<file path="src/rtl/dense_collector.sv">
// Collects one dense-layer output vector into a buffer while tracking the signed
// running maximum, then holds results until the host clears them.
module dense_collector #(
    parameter int N  = 32,
    parameter int W  = 16,
    parameter int AW = 5
) (
    input  logic          clk,
    input  logic          rst,
    input  logic          in_valid,
    output logic          in_ready,
    input  logic [W-1:0]  in_data,
    input  logic          in_last,
    output logic          done,
    output logic          len_err,
    output logic [AW-1:0] argmax_idx,
    output logic [W-1:0]  max_val,
    input  logic          clear,
    input  logic [AW-1:0] rd_addr,
    output logic [W-1:0]  rd_data
);

    typedef enum logic [0:0] {
        ST_COLLECT = 1'b0,
        ST_HOLD    = 1'b1
    } state_t;

    localparam logic [AW-1:0] LP_LAST  = AW'(N - 1);
    localparam logic [AW:0]   LP_N_EXT = (AW + 1)'(N);

    state_t          r_state;
    logic [AW-1:0]   r_cnt;
    logic [W-1:0]    r_buf [N];

    logic            w_accept;
    logic            w_last_slot;
    logic            w_vec_end;
    logic            w_greater;
    logic            w_rd_in_range;

    assign in_ready = (r_state == ST_COLLECT);

    // Accept qualification; a same-cycle clear suppresses the write.
    always_comb begin
        w_accept      = 1'b0;
        w_last_slot   = 1'b0;
        w_vec_end     = 1'b0;
        w_greater     = 1'b0;
        w_rd_in_range = 1'b0;
        if (in_valid && (r_state == ST_COLLECT) && !clear) begin
            w_accept = 1'b1;
        end else begin
            w_accept = 1'b0;
        end
        w_last_slot   = (r_cnt == LP_LAST);
        w_vec_end     = w_last_slot || in_last;
        w_greater     = ($signed(in_data) > $signed(max_val));
        w_rd_in_range = ({1'b0, rd_addr} < LP_N_EXT);
    end

    // Collect/hold control, running max and status flags.
    always_ff @(posedge clk) begin
        if (rst) begin
            r_state    <= ST_COLLECT;
            r_cnt      <= '0;
            done       <= 1'b0;
            len_err    <= 1'b0;
            argmax_idx <= '0;
            max_val    <= '0;
        end else begin
            case (r_state)
                ST_COLLECT: begin
                    if (clear) begin
                        r_cnt <= '0;
                    end else if (w_accept) begin
                        // Element 0 seeds the max; strict > keeps the lowest index on ties.
                        if ((r_cnt == '0) || w_greater) begin
                            max_val    <= in_data;
                            argmax_idx <= r_cnt;
                        end
                        if (w_vec_end) begin
                            r_cnt   <= '0;
                            r_state <= ST_HOLD;
                            done    <= 1'b1;
                            len_err <= (in_last != w_last_slot);
                        end else begin
                            r_cnt <= r_cnt + AW'(1);
                        end
                    end
                end
                ST_HOLD: begin
                    if (clear) begin
                        r_state <= ST_COLLECT;
                        r_cnt   <= '0;
                        done    <= 1'b0;
                        len_err <= 1'b0;
                    end
                end
                default: begin
                    r_state <= ST_COLLECT;
                    r_cnt   <= '0;
                    done    <= 1'b0;
                    len_err <= 1'b0;
                end
            endcase
        end
    end

    // Element buffer; intentionally not reset so short vectors keep stale entries.
    always_ff @(posedge clk) begin
        if (!rst && w_accept) begin
            r_buf[r_cnt] <= in_data;
        end
    end

    // Registered readback; same-cycle write is not visible until the next read.
    always_ff @(posedge clk) begin
        if (rst) begin
            rd_data <= '0;
        end else if (w_rd_in_range) begin
            rd_data <= r_buf[rd_addr];
        end else begin
            rd_data <= '0;
        end
    end

endmodule

</file>
<file path="config.mk">
export PLATFORM = sky130hd
export DESIGN_NAME = dense_collector
export DESIGN_NICKNAME = d
export VERILOG_FILES = /design/src/rtl/dense_collector.sv
export SDC_FILE = /design/constraint.sdc
export NUM_CORES = 1
export LEC_CHECK = 0
export CAP_MARGIN = 15
export CORE_AREA = 3 3 288 290
export DETAILED_ROUTE_END_ITERATION = 10
export DIE_AREA = 0 0 291 293
export GPL_TIMING_DRIVEN = 0
export PLACE_DENSITY_LB_ADDON = 0.12
export SLEW_MARGIN = 20
export SYNTH_ARGS = -nofsm -noshare
export SYNTH_HDL_FRONTEND = slang
export SYNTH_SLANG_ARGS = --single-unit
</file>
<file path="constraint.sdc">
create_clock -name clk -period 2.3 [get_ports clk]
set_input_delay 0.23 -clock clk [delete_from_list [all_inputs] [get_ports clk]]
set_output_delay 0.23 -clock clk [all_outputs]
set_load 0.01 [all_outputs]
</file>
==> results.py <==
metrics = {
    "global_route": {
        "grt_max_degree": 35,
        "grt_pass1_vias": 11130,
        "grtUsageTotal_pct": 14.14,
        "grt_pass1_wl_um": 85270,
        "antenna_found_initial": 7,
        "grt.overflow.total": 0,
    },
    "clocking": {
        "htreeDepth": 3,
        "cts_root_buf": "clkbuf_16",
        "cts_buffer_depth": 3,
        "cts_sinks": 557,
        "cts_tree": "built",
        "numCtsBuffers": 68,
        "clkLatencyLatePin_ns": 0.60,
        "clkTransAtPathRegs_ns": 0.06,
    },
    "worst_setup_path": {
        "worst-setup-path-type": "flip-flop to flip-flop",
        "r2r_slack_ns": -0.03,
        "slowest_delay_ns": 0.47,
        "cp.required_ns": 2.81,
        "worst_setup_path_end_kind": "flip-flop",
        "arrival_ns": 2.84,
        "crit_chain": "inv_2, ha_4, nand4_1, or3_4, a21oi_2, nor3_2, mux2i_2, buf_6, buf_8, mux2i_1",
        "startpoint_type": "flip-flop",
        "critPathLaunch": "max_val[15]",
        "critical_path.max_fanout": 5,
        "worst_path_max_delay_cell": "or3_4",
        "regToRegStartpoint": "max_val[15]",
    },
    "worst_hold_path": {
        "hold_class": "input pin to flip-flop",
        "min_from": "in_data[9]",
    },
    "yosys": {
        "synthCells": 1013,
        "syn-cell-area_mm2": 0.02170,
        "syn_avg_cell_area_um2": 21.43,
        "synth_nets": 1061,
        "synth_seq_area_share_pct": 74.99,
        "synth_edf_count": 512,
        "synth-main-ff-cell": "edfxtp_1",
        "ys_async_sr_fraction_pct": 0,
        "synthTopCellsByArea": "edfxtp_1, mux4_2, dfxtp_1",
        "ys_types": 33,
        "yosysWarnings": 0,
        "synth_seq_cells": 557,
        "synth_area_leader_cell": "edfxtp_1",
        "synth_top_area_share_pct": 70.84,
    },
    "floorplanning": {
        "die_w_um": 291,
        "initial_core_util_pct": 26.95,
        "ios": 66,
        "die_h_um": 293,
        "fp.dieArea_mm2": 0.08526,
        "rows": 104,
        "core_area_mm2": 0.08055,
    },
    "drt": {
        "drt_pass1_iterations": 5,
        "via_count": 10540,
        "drt_iter0_drc": 857,
        "ant_nets": 0,
        "wl_per_cell_um": 25.67,
        "route.detailed.drc": 0,
        "drt_wl_total_um": 59890,
        "drt-vias-per-instance": 4.519,
    },
    "sta": {
        "tns_ns": -0.4422,
        "layout_setup_ws_ns": -0.03215,
        "tightest_slew_ns": 0.9466,
        "fin_worst_skew_ns": 0.02461,
        "setup_violations": 26,
        "rsz0062_at_grt": "yes",
        "hold_viol": 0,
        "holdWs_ns": 0.06943,
        "slew_headroom_pct": 36.89,
        "timing.final.crit_share_pct": 101.4,
        "drv_slew": 0,
        "fmax_mhz": 428.8,
        "fin_crit_ns": 2.332,
    },
    "final_layout": {
        "nNetsFinal": 1266,
        "fill_cells": 7534,
        "layout_commonest_cell": "edfxtp_1",
        "drive_gt1_share_pct": 34.12,
        "fin_cells": 2333,
        "fin_area_mm2": 0.02715,
        "area_growth_pct": 25.09,
        "final_cell_mix": "edfxtp_1, mux4_2, clkbuf_16",
    },
    "run": {
        "drv_cap": 0,
    },
    "placed_design": {
        "place_area_mm2": 0.02422,
        "place_congestion": 0.7236,
        "dp.cells": 2157,
        "post-place-ws_ns": -1.016,
        "dp_hpwl_um": 39840,
        "port_buffers": 59,
    },
    "power": {
        "ir_drop_uv": 390.5,
        "leakagePower_nw": 8.692,
        "power.density_mw_per_mm2": 831.5,
    },
    "status": {
        "violations": "negative setup slack",
        "outcome": "complete, but fails checks",
    },
}
==> per-layer routing <==
layer / vias up / part of all wire [%] / track usage (%)
met5: - / 0 / 0
met4: 0 / 1.5 / 3.792
met3: 55 / 4.8 / 2.343
met2: 254 / 46 / 21.59
met1: 5650 / 48 / 20.96
li1: 4584 / - / -
==> through the flow <==
stage	util, %	power [mW]
6_report	33.71	22.58
5_1_grt	33.71	23.50
4_1_cts	33.40	22.98
3_5_place_dp	30.07	12.82
3_3_place_gp	29.33	12.79
2_1_floorplan	-	12.07
==> cell type report <==
cell class / instances / area [µm²] / share of cell area, %
flip-flops and latches: 557 / 16280 / 59.97
multi-input cells: 384 / 5450 / 20.07
clock buffers: 86 / 1810 / 6.668
repair buffers: 135 / 1677 / 6.175
well taps: 1060 / 1326 / 4.885
plain buffers: 50 / 279.0 / 1.028
clock inverters: 38 / 240.2 / 0.8848
inverters: 22 / 82.58 / 0.3041
diodes: 1 / 2.502 / 0.009217
==> cells by family (layout without fill, tap and decap cells) <==
logic type	count (synthesis)	after routing	synth area share, %
and+or+nand+nor	140	140	3.194
xor gates and xnor gates	3	3	0.1211
adders and majority gates	22	22	1.268
other	0	1	0
muxes	198	198	18.35
buffers and inverters	72	331	1.464
DFF	557	557	74.99
AOI/OAI and AO/OA	21	21	0.6111
==> registers in the layout (all words and copies together), names as in the netlist <==
name and count:
rd_data 16, done 1, len_err 1, r_buf 512, argmax_idx 5, max_val 16, r_cnt 5, r_state 1
==> synth_stat cells (2+ instances only) <==
cell      instances
xor2_1            2
a21oi_1           9
nand3b_1          3
or3b_2            2
o21ai_0           4
nor3_1            4
a22oi_1           2
mux2i_1          38
nand4_1           5
edfxtp_1        512
nor2b_1           2
buf_1             4
ha_1             22
or3_1             2
clkbuf_1         29
nand2b_1         46
buf_2             8
mux4_2          160
inv_1            22
buf_4             8
nand2_1          13
nor2_1           61
dfxtp_1          45
==> where the power goes <==
part / total [mW] / internal [mW] / leakage [nW] / switching, mW
clock: 9.92 / 5.80 / 1.00 / 4.12
combinational: 1.49 / 0.660 / 2.71 / 0.829
sequential: 11.2 / 11.1 / 4.97 / 0.0421
==> final timing paths <==
kind	cells past startpoint	endpoint
worst max register to register	10	max_val[3]
worst max-delay path	10	max_val[3]
worst min-delay path	1	r_buf[10][9]
worst min register to register	2	argmax_idx[2]
==> what timing repair did <==
| action | 4_1_cts | 5_1_grt |
|---|---|---|
| buffers inserted | 29 | 20 |
| gates resized for setup | 50 | 22 |
| hold buffers | 1 | 0 |
| pin swaps | 26 | 11 |
| hold endpoints to repair | 3 | 0 |
| cloned | 1 | 1 |
| setup endpoints to repair | 553 | 142 |
==> worst max-delay path, delay by kind of cell (launching register included) <==
| family | cells | cell delay [ns] |
|---|---|---|
| buf+inv | 3 | 0.34 |
| flops | 1 | 0.33 |
| mux | 2 | 0.41 |
| simple gates | 3 | 0.74 |
| compound gates | 1 | 0.14 |
| fa+ha+maj | 1 | 0.26 |
No activity file was read; power rests on OpenSTA's default activity.
